$ cat src/rtl/fc_pkg.sv
// Shared definitions for VC0 UpdateFC credit return: DLLP type codes,
// credit class encoding and UpdateFC field layout.
package fc_pkg;

  localparam logic [7:0] UPDATEFC_P   = 8'h80;
  localparam logic [7:0] UPDATEFC_NP  = 8'h90;
  localparam logic [7:0] UPDATEFC_CPL = 8'hA0;

  localparam int HDR_W_DEF  = 8;
  localparam int DATA_W_DEF = 12;

  localparam int TYPE_LSB      = 24;
  localparam int HDRSCALE_LSB  = 22;
  localparam int HDRFC_LSB     = 14;
  localparam int DATASCALE_LSB = 12;
  localparam int DATAFC_LSB    = 0;

  typedef enum logic [1:0] {
    FC_P   = 2'd0,
    FC_NP  = 2'd1,
    FC_CPL = 2'd2
  } fc_class_e;

  function automatic logic [31:0] pack_updatefc(input logic [7:0]  typ,
                                                input logic [7:0]  hdr_fc,
                                                input logic [11:0] data_fc);
    logic [31:0] d;
    d = '0;
    d[TYPE_LSB +: 8]       = typ;
    d[HDRSCALE_LSB +: 2]   = 2'b00;
    d[HDRFC_LSB +: 8]      = hdr_fc;
    d[DATASCALE_LSB +: 2]  = 2'b00;
    d[DATAFC_LSB +: 12]    = data_fc;
    return d;
  endfunction

  // Round-robin successor, P -> NP -> Cpl -> P.
  function automatic fc_class_e next_class(input fc_class_e c);
    fc_class_e n;
    case (c)
      FC_P:    n = FC_NP;
      FC_NP:   n = FC_CPL;
      default: n = FC_P;
    endcase
    return n;
  endfunction

endpackage

$ cat src/rtl/fc_update_gen_counter.sv
// Per-class CREDITS_ALLOCATED tracker: header/data counters plus the
// "UpdateFC owed" pending flag. An INIT of zero marks that field infinite.
module fc_alloc_counter
  import fc_pkg::*;
#(
  parameter int                HDR_W     = HDR_W_DEF,
  parameter int                DATA_W    = DATA_W_DEF,
  parameter int                REL_W     = 3,
  parameter logic [HDR_W-1:0]  HDR_INIT  = '0,
  parameter logic [DATA_W-1:0] DATA_INIT = '0
) (
  input  logic              clk,
  input  logic              rst,
  input  logic              i_set,
  input  logic              i_clr,
  input  logic              i_hdr_rel,
  input  logic [REL_W-1:0]  i_data_rel,
  output logic [HDR_W-1:0]  o_hdr,
  output logic [DATA_W-1:0] o_data,
  output logic              o_pend
);

  localparam bit HDR_INF  = (HDR_INIT == '0);
  localparam bit DATA_INF = (DATA_INIT == '0);

  logic [HDR_W-1:0]  r_hdr;
  logic [DATA_W-1:0] r_data;
  logic              r_pend;
  logic              w_rel_any;

  assign w_rel_any = i_hdr_rel | (|i_data_rel);

  always_ff @(posedge clk) begin
    if (rst) begin
      r_hdr  <= HDR_INIT;
      r_data <= DATA_INIT;
      r_pend <= 1'b0;
    end else begin
      if (!HDR_INF && i_hdr_rel)
        r_hdr <= r_hdr + HDR_W'(1);
      if (!DATA_INF)
        r_data <= r_data + DATA_W'(i_data_rel);
      // A new release or refresh in the load cycle must survive the clear.
      if (i_set || w_rel_any)
        r_pend <= 1'b1;
      else if (i_clr)
        r_pend <= 1'b0;
    end
  end

  assign o_hdr  = r_hdr;
  assign o_data = r_data;
  assign o_pend = r_pend;

endmodule

$ cat src/rtl/fc_update_gen.sv
// VC0 receiver credit return: refresh timer, round-robin pick among pending
// classes and a valid/ready UpdateFC DLLP output register.
module fc_update_gen
  import fc_pkg::*;
#(
  parameter logic [2:0]        VC_ID         = 3'd0,
  parameter int                HDR_W         = HDR_W_DEF,
  parameter int                DATA_W        = DATA_W_DEF,
  parameter int                REL_W         = 3,
  parameter logic [HDR_W-1:0]  P_HDR_INIT    = 8'h20,
  parameter logic [DATA_W-1:0] P_DATA_INIT   = 12'h100,
  parameter logic [HDR_W-1:0]  NP_HDR_INIT   = 8'h20,
  parameter logic [DATA_W-1:0] NP_DATA_INIT  = 12'h010,
  parameter logic [HDR_W-1:0]  CPL_HDR_INIT  = '0,
  parameter logic [DATA_W-1:0] CPL_DATA_INIT = '0,
  parameter int                UPDATE_PERIOD = 1024
) (
  input  logic             clk,
  input  logic             rst,
  input  logic             p_hdr_rel,
  input  logic             np_hdr_rel,
  input  logic             cpl_hdr_rel,
  input  logic [REL_W-1:0] p_data_rel,
  input  logic [REL_W-1:0] np_data_rel,
  input  logic [REL_W-1:0] cpl_data_rel,
  output logic             dllp_valid,
  input  logic             dllp_ready,
  output logic [31:0]      dllp_data,
  output logic [2:0]       fc_pending
);

  localparam int TMR_W = (UPDATE_PERIOD > 1) ? $clog2(UPDATE_PERIOD) : 1;
  localparam logic [TMR_W-1:0] TMR_LAST = TMR_W'(UPDATE_PERIOD - 1);

  logic [TMR_W-1:0]  r_timer;
  logic              r_valid;
  logic [31:0]       r_data;
  fc_class_e         r_ptr;

  logic              w_tmr_tc;
  logic              w_free;
  logic              w_any;
  logic              w_load;
  fc_class_e         w_win;
  logic [2:0]        w_pend;
  logic [2:0]        w_clr;
  logic [31:0]       w_next;
  logic [HDR_W-1:0]  w_hdr  [3];
  logic [DATA_W-1:0] w_data [3];

  fc_alloc_counter #(
    .HDR_W(HDR_W), .DATA_W(DATA_W), .REL_W(REL_W),
    .HDR_INIT(P_HDR_INIT), .DATA_INIT(P_DATA_INIT)
  ) u_cnt_p (
    .clk(clk), .rst(rst), .i_set(w_tmr_tc), .i_clr(w_clr[0]),
    .i_hdr_rel(p_hdr_rel), .i_data_rel(p_data_rel),
    .o_hdr(w_hdr[0]), .o_data(w_data[0]), .o_pend(w_pend[0])
  );

  fc_alloc_counter #(
    .HDR_W(HDR_W), .DATA_W(DATA_W), .REL_W(REL_W),
    .HDR_INIT(NP_HDR_INIT), .DATA_INIT(NP_DATA_INIT)
  ) u_cnt_np (
    .clk(clk), .rst(rst), .i_set(w_tmr_tc), .i_clr(w_clr[1]),
    .i_hdr_rel(np_hdr_rel), .i_data_rel(np_data_rel),
    .o_hdr(w_hdr[1]), .o_data(w_data[1]), .o_pend(w_pend[1])
  );

  fc_alloc_counter #(
    .HDR_W(HDR_W), .DATA_W(DATA_W), .REL_W(REL_W),
    .HDR_INIT(CPL_HDR_INIT), .DATA_INIT(CPL_DATA_INIT)
  ) u_cnt_cpl (
    .clk(clk), .rst(rst), .i_set(w_tmr_tc), .i_clr(w_clr[2]),
    .i_hdr_rel(cpl_hdr_rel), .i_data_rel(cpl_data_rel),
    .o_hdr(w_hdr[2]), .o_data(w_data[2]), .o_pend(w_pend[2])
  );

  assign w_tmr_tc = (r_timer == TMR_LAST);
  assign w_free   = !r_valid || dllp_ready;
  assign w_any    = |w_pend;
  assign w_load   = w_free && w_any;

  // First pending class at or after the pointer wins.
  always_comb begin
    w_win = r_ptr;
    case (r_ptr)
      FC_P:    w_win = w_pend[0] ? FC_P   : (w_pend[1] ? FC_NP  : FC_CPL);
      FC_NP:   w_win = w_pend[1] ? FC_NP  : (w_pend[2] ? FC_CPL : FC_P);
      default: w_win = w_pend[2] ? FC_CPL : (w_pend[0] ? FC_P   : FC_NP);
    endcase
  end

  always_comb begin
    w_clr = '0;
    if (w_load)
      w_clr[w_win] = 1'b1;
  end

  always_comb begin
    w_next = '0;
    case (w_win)
      FC_P:    w_next = pack_updatefc(UPDATEFC_P   | {5'b0, VC_ID}, 8'(w_hdr[0]), 12'(w_data[0]));
      FC_NP:   w_next = pack_updatefc(UPDATEFC_NP  | {5'b0, VC_ID}, 8'(w_hdr[1]), 12'(w_data[1]));
      FC_CPL:  w_next = pack_updatefc(UPDATEFC_CPL | {5'b0, VC_ID}, 8'(w_hdr[2]), 12'(w_data[2]));
      default: w_next = '0;
    endcase
  end

  always_ff @(posedge clk) begin
    if (rst) begin
      r_timer <= '0;
      r_valid <= 1'b0;
      r_data  <= '0;
      r_ptr   <= FC_P;
    end else begin
      r_timer <= w_tmr_tc ? '0 : r_timer + TMR_W'(1);
      if (w_free) begin
        r_valid <= w_any;
        if (w_any) begin
          r_data <= w_next;
          r_ptr  <= next_class(w_win);
        end
      end
    end
  end

  assign dllp_valid = r_valid;
  assign dllp_data  = r_data;
  assign fc_pending = w_pend;

endmodule
$ cat config.mk
export PLATFORM = sky130hd
export DESIGN_NAME = fc_update_gen
export DESIGN_NICKNAME = d
export VERILOG_FILES = /design/src/rtl/fc_pkg.sv /design/src/rtl/fc_update_gen_counter.sv /design/src/rtl/fc_update_gen.sv
export SDC_FILE = /design/constraint.sdc
export NUM_CORES = 1
export LEC_CHECK = 0
export BUFFER_PORTS_ARGS = -buffer_cell sky130_fd_sc_hd__buf_4
export CAP_MARGIN = 15
export CORE_MARGIN = 2
export CORE_UTILIZATION = 54
export DETAILED_ROUTE_END_ITERATION = 7
export PLACE_DENSITY = 0.84
export REMOVE_ABC_BUFFERS = 1
export SYNTH_ARGS = -nofsm -noshare
export SYNTH_HDL_FRONTEND = slang
export SYNTH_SLANG_ARGS = --single-unit
$ cat constraint.sdc
create_clock -name clk -period 2.1 [get_ports clk]
set_clock_uncertainty 0.1 [all_clocks]
set_input_delay 0.105 -clock clk [delete_from_list [all_inputs] [get_ports clk]]
set_output_delay 0.105 -clock clk [all_outputs]
set_load 0.02 [all_outputs]
Word level (Yosys, flattened, before mapping)
Index checks and enable logic that the tools add are counted.
{"block": "classes", "add_sub_neg": 5, "mul": 0, "div_mod_pow": 0, "magnitude_cmp": 2, "n_eq_ne": 4, "shift": 0, "n_mux": 18, "n_bitwise": 3, "n_reduce_logical": 18}
{"cell": "case mux 32 bit (3 select lines)", "n": 1}
{"cell": "adder 12 x 3 -> 12 bit", "n": 2}
{"cell": "adder 8 x 1 -> 8 bit, second input constant", "n": 2}
{"cell": "OR reduction 3 bit", "n": 4}
{"cell": "adder 10 x 1 -> 10 bit, second input constant", "n": 1}
{"cell": "== test 10 bit, second input constant", "n": 1}
{"cell": "2-to-1 mux 2 bit", "n": 5}
{"cell": "2-to-1 mux 1 bit", "n": 8}
{"cell": "case mux 2 bit (2 select lines)", "n": 2}
{"cell": "nonzero test 2 bit", "n": 3}
{"cell": "== test 2 x 1 -> 1 bit, second input constant", "n": 2}
{"cell": "logical NOT 2 bit", "n": 2}
{"cell": "logical OR 1 bit", "n": 4}
{"cell": "less-than comparator 2 x 3 -> 1 bit, second input constant", "n": 1}
{"cell": "2-to-1 mux 3 bit", "n": 1}
{"cell": "OR 1 bit", "n": 3}
{"cell": "demux 1 bit (select 2 bit)", "n": 1}
{"cell": "== test 2 bit, second input constant", "n": 1}
{"cell": ">= comparator 2 x 1 -> 1 bit, second input constant", "n": 1}
{"cell": "logical AND 1 bit", "n": 2}
{"cell": "AND reduction 2 bit", "n": 1}
{"cell": "OR reduction 2 bit", "n": 1}
{"cell": "logical NOT 1 bit", "n": 1}
{"block": "word_totals", "register_bits": 88, "latchBits": 0, "mem_bits_rw": 0, "mem_bits_ro": 0, "out_inout_bits": 36, "wordCells": 61, "mem_count": 0}

Longest topological paths before layout
{"block": "logic_depth", "ltp_word": 10, "depth_mapped": 7, "depth_no_buf": 7}

Hierarchy
Synthesis repeated with hierarchy kept, for this count alone.
{"block": "hier_totals", "hier_cells": 396, "area_unflattened_um2": 3759.9}
{"module": "fc_alloc_counter (u_cnt_np ...)", "n_inst": 2, "cells_each": 101, "area_each_um2": 933.4, "seq_area_each_um2": 420.4}
{"module": "fc_update_gen", "n_inst": 1, "cells_each": 168, "area_each_um2": 1685.4, "seq_area_each_um2": 700.7}
{"module": "fc_alloc_counter (u_cnt_cpl)", "n_inst": 1, "cells_each": 26, "area_each_um2": 207.7, "seq_area_each_um2": 20.0}

Worst setup path after synthesis
OpenSTA, ideal clock, no wires.
{"block": "synth_path", "path_kind": "reg2reg", "from": "reg u_cnt_np.r_data[0] (netlist: u_cnt_np.o_data[0])", "to": "reg u_cnt_np.r_data[6] (netlist: u_cnt_np.o_data[6])", "setup_time_ps": 128, "arrival_time_ps": 1418, "path_slack_ps": 455, "stages_incl_launch_ff": 8, "path_buffers": 0, "period_less_slack_ps": 1645, "cell_sequence": "dfxtp_1 > ha_1 > inv_1 > fa_1 > nor2b_1 > o2111ai_1 > xor2_1 > nor2_1"}
{"block": "synth_between", "elab_chain_cells": 1}
{"item": "start, declared", "line_no": "fc_update_gen_counter.sv:27", "rtl": "logic [DATA_W-1:0] r_data;"}
{"item": "start signal, assigned", "line_no": "fc_update_gen_counter.sv:42", "rtl": "r_data <= r_data + DATA_W'(i_data_rel);"}
{"item": "adder 12 x 3 -> 12 bit", "line_no": "fc_update_gen_counter.sv:42"}
Every way passes these cells.
A chain may end at the register's enable or synchronous reset.

Final worst setup path
{"block": "layout_path", "from": "reg u_cnt_np.r_pend (netlist: u_cnt_np.o_pend)", "to": "reg r_data[5] (netlist: dllp_data[5])"}
{"block": "layout_between", "elab_chain_cells": 5, "word_cells_on_any_way": 10, "cone_classes": "2 x eq/ne; 5 x mux; 3 x reduce/logical"}
{"item": "start, declared", "line_no": "fc_update_gen_counter.sv:28", "rtl": "logic r_pend;"}
{"item": "start signal, assigned", "line_no": "fc_update_gen_counter.sv:37", "rtl": "r_pend <= 1'b0;"}
{"item": "start signal, assigned", "line_no": "fc_update_gen_counter.sv:45", "rtl": "r_pend <= 1'b1;"}
{"item": "start signal, assigned", "line_no": "fc_update_gen_counter.sv:47", "rtl": "r_pend <= 1'b0;"}
{"item": "2-to-1 mux 2 bit (2 in series)", "line_no": "fc_update_gen.sv:87", "rtl": "FC_P: w_win = w_pend[0] ? FC_P : (w_pend[1] ? FC_NP : FC_CPL);"}
{"item": "case mux 2 bit (2 select lines)", "line_no": "fc_update_gen.sv:86", "rtl": "case (r_ptr)"}
{"item": "== test 2 bit, or another cell as far along", "line_no": "fc_update_gen.sv:101", "rtl": "case (w_win)"}
{"item": "case mux 32 bit (3 select lines)", "line_no": "fc_update_gen.sv:101"}
{"item": "end signal, assigned", "line_no": "fc_update_gen.sv:120", "rtl": "r_data <= w_next;"}
{"item": "end, declared", "line_no": "fc_update_gen.sv:37", "rtl": "logic [31:0] r_data;"}
Parallel ways exist; a longest one is shown, timed or not.

==> flow_summary.toml <==
[logic_synthesis]
synth_xor_area_frac = 0.0658
synth_top_area_frac = 0.404
synth_top_family_by_area = "simple AND/OR/NAND/NOR gates"
synthFlopType = "dfxtp_1"
synth_warnings = 0
synth_edf_count = 0
yosysSeqAreaShare = 0.404
synth.mux.area_fraction = 0.00778
ys_top_cells_by_count = "78 x dfxtp_1, 40 x nor2_1, 28 x nand2_1"
synth-async-reset-ratio = 0
yosys-top-cells-area = "dfxtp_1 40%, xor2_1 5.4%, nand4_1 4.2%"
ys_types = 48
syn_area_um2 = 3860
avgSynthCellArea_um2 = 8.96
synth-simple-area-share = 0.289
synth_compound_area_frac = 0.126
synthAdderAreaFrac = 0.0395
yosysMostFrequentCell = "dfxtp_1"
synth-seq-cells = 78
yosysTopAreaCell = "dfxtp_1"
synthCells = 431

[worst_setup_path]
cp_max_fo = 23
crit_path_top_delay_cell = "a2111oi_0"
max_stage_delay_ns = 0.60
cp_data_arrival_time_ns = 2.11
worstSetupPathType = "register to register"
crit_chain = "nand2b_1 -> or2_4 -> a2111oi_0 -> a221o_1"
startpoint_type = "register"
cp.required_ns = 2.29
critPathTopFamily = "compound AO/OA/AOI/OAI gates"
cp-end-kind = "register"
critPathBufInv = 0

[pwr]
ir_drop_mv = 0.520
p_switching_uw = 955
p_seq_frac = 0.466
switching_share = 0.272
powerDensity_nw_per_um2 = 783
p_int_uw = 2560
p_clk_frac = 0.383
p_leak_uw = 0.00168
p_comb_frac = 0.151

[drt]
antenna_left = 0
drtPass1Iterations = 5
drt-total-wl_um = 8780
wl_per_cell_um = 15.4
route.detailed.drc = 0
drt_iter0_markers = 245
viasPerCell = 5.85
routed-via-count = 3327

[floorplanning]
die_h_um = 88.6
io_pins = 51
num_rows = 30
core_um2 = 6870
initial_core_util = 0.562
dieArea_um2 = 7840
fp.dieW_um = 88.6

[timing]
post-route-period-util = 0.914
rsz0062_at_grt = "false"
relSlewSlack = 0.567
hold_viol = 0
holdWs_ns = 0.0105
finalMaxSlewViolations = 0
fin_setup_tns_ns = 0
setup_viol = 0
fmax_mhz = 521
tightest_slew_ns = 0.649
period_needed_ns = 1.92

[clocking]
ctsHtreeMaxLevel = 3
tritoncts = "done"
cts_num_sinks = 78
cts_buffer_depth = 2
numCtsBuffers = 9
clkTransAtPathRegs_ns = 0.08
cts_root_buffer = "clkbuf_8"
post-cts-setup-buffers = 0
clk_latency_ns = 0.35

[placement]
gp_congestion = 0.838
place_inst = 545
placed_area_um2 = 4170
dpl.hpwl_um = 5960
portBuffers = 41

[global_route]
grt_pass1_wl_um = 14000
grt_max_degree = 58
grt-ovfl-total = 0
track_usage = 0.228
grt_pass1_vias = 2986
antenna_found_initial = 0

[final_layout]
final_cell_area_um2 = 4490
utilization = 0.654
instances_no_fill = 569
nets = 494
layout-drive-gt1-share = 0.163
antennaDiodeCount = 0
fillers = 566
area_growth_pct = 16.3

[status]
status = "finished clean"

[job]
drv_cap = 0

[hold_path]
min_path_type = "primary input to register"
worst min-delay path: stages:
cell     delay, ns
buf_4         0.09
ha_1          0.11
nor2b_1       0.12
sequential cells by signal (all words and copies together) (netlist names):
| register | flops |
|---|---|
| u_cnt_np.o_data | 12 |
| u_cnt_np.o_hdr | 8 |
| r_timer | 10 |
| u_cnt_p.o_hdr | 8 |
| dllp_valid | 1 |
| u_cnt_cpl.o_pend | 1 |
| dllp_data | 23 |
| u_cnt_p.o_data | 12 |
| r_ptr | 1 |
| u_cnt_p.o_pend | 1 |
| u_cnt_np.o_pend | 1 |
per-layer routing:
metal / GRT usage / wire (um) / vias up
met5: 0 / 0 / -
met4: 0.0937 / 202 / 0
met3: 0.0597 / 456 / 23
met2: 0.355 / 4120 / 107
met1: 0.303 / 4010 / 1575
li1: - / - / 1622
layout make-up:
type | instances | area [um^2] | share of cell area
clock inverters | 6 | 109 | 0.0242
well taps | 96 | 120 | 0.0267
inverters | 7 | 26.3 | 0.00585
repair buffers | 60 | 470 | 0.105
multi-input cells | 312 | 2080 | 0.462
flip-flops and latches | 78 | 1560 | 0.348
clock buffers | 10 | 128 | 0.0284
worst paths after layout:
kind	startpoint	to	slack [ns]	depth (start not counted)
worst max-delay path	u_cnt_np.o_pend$_SDFFE_PP0P_	dllp_data[5]$_SDFFE_PP0N_	0.18	4
worst max register to register	u_cnt_np.o_pend$_SDFFE_PP0P_	dllp_data[5]$_SDFFE_PP0N_	0.18	4
worst min register to register	dllp_data[18]$_SDFFE_PP0N_	dllp_data[18]$_SDFFE_PP0N_	0.38	2
worst min-delay path	p_data_rel[0]	u_cnt_p.o_data[0]$_SDFF_PP0_	0.01	3
cell usage in the layout, fill, tap and decap left out, drive strengths merged, types with 8 or more instances in the layout:
cell,count
nor2b,8
dlygate4sd3,8
nor4b,17
nand3,8
nor2,40
o21ai,14
ha,9
clkbuf,10
dfxtp,78
o211ai,17
a21oi,14
conb,9
buf,52
nand4,26
inv,8
nand4b,15
xor2,24
nand2,28
nand2b,14
per-stage QoR:
stage	setup WS [ns]	total power (uW)
2_1_floorplan	-0.0907	1970
3_3_place_gp	0.269	2160
3_5_place_dp	0.173	2180
4_1_cts	0.145	3520
5_1_grt	0.0959	3650
6_report	0.180	3510
power by group through the flow:
stage          Combinational (uW)  Sequential (uW)  Clock, uW
2_1_floorplan                 287             1680          0
3_3_place_gp                  497             1660          0
3_5_place_dp                  512             1670          0
4_1_cts                       528             1640       1360
5_1_grt                       578             1650       1420
6_report                      532             1640       1350
repair_timing:
item,CTS,global route
endpoints found under the setup margin,0,3
hold buffers,8,0
resized for setup,0,1
hold endpoints to repair,8,0
kinds of logic after synthesis:
| family | after synthesis |
|---|---|
| compound gates | 70 |
| xor+xnor | 29 |
| fa+ha+maj | 11 |
| buf+inv | 49 |
| flops | 78 |
| mux | 3 |
| other cells | 1 |
| simple gates | 190 |
No activity file was read; power rests on OpenSTA's default activity.
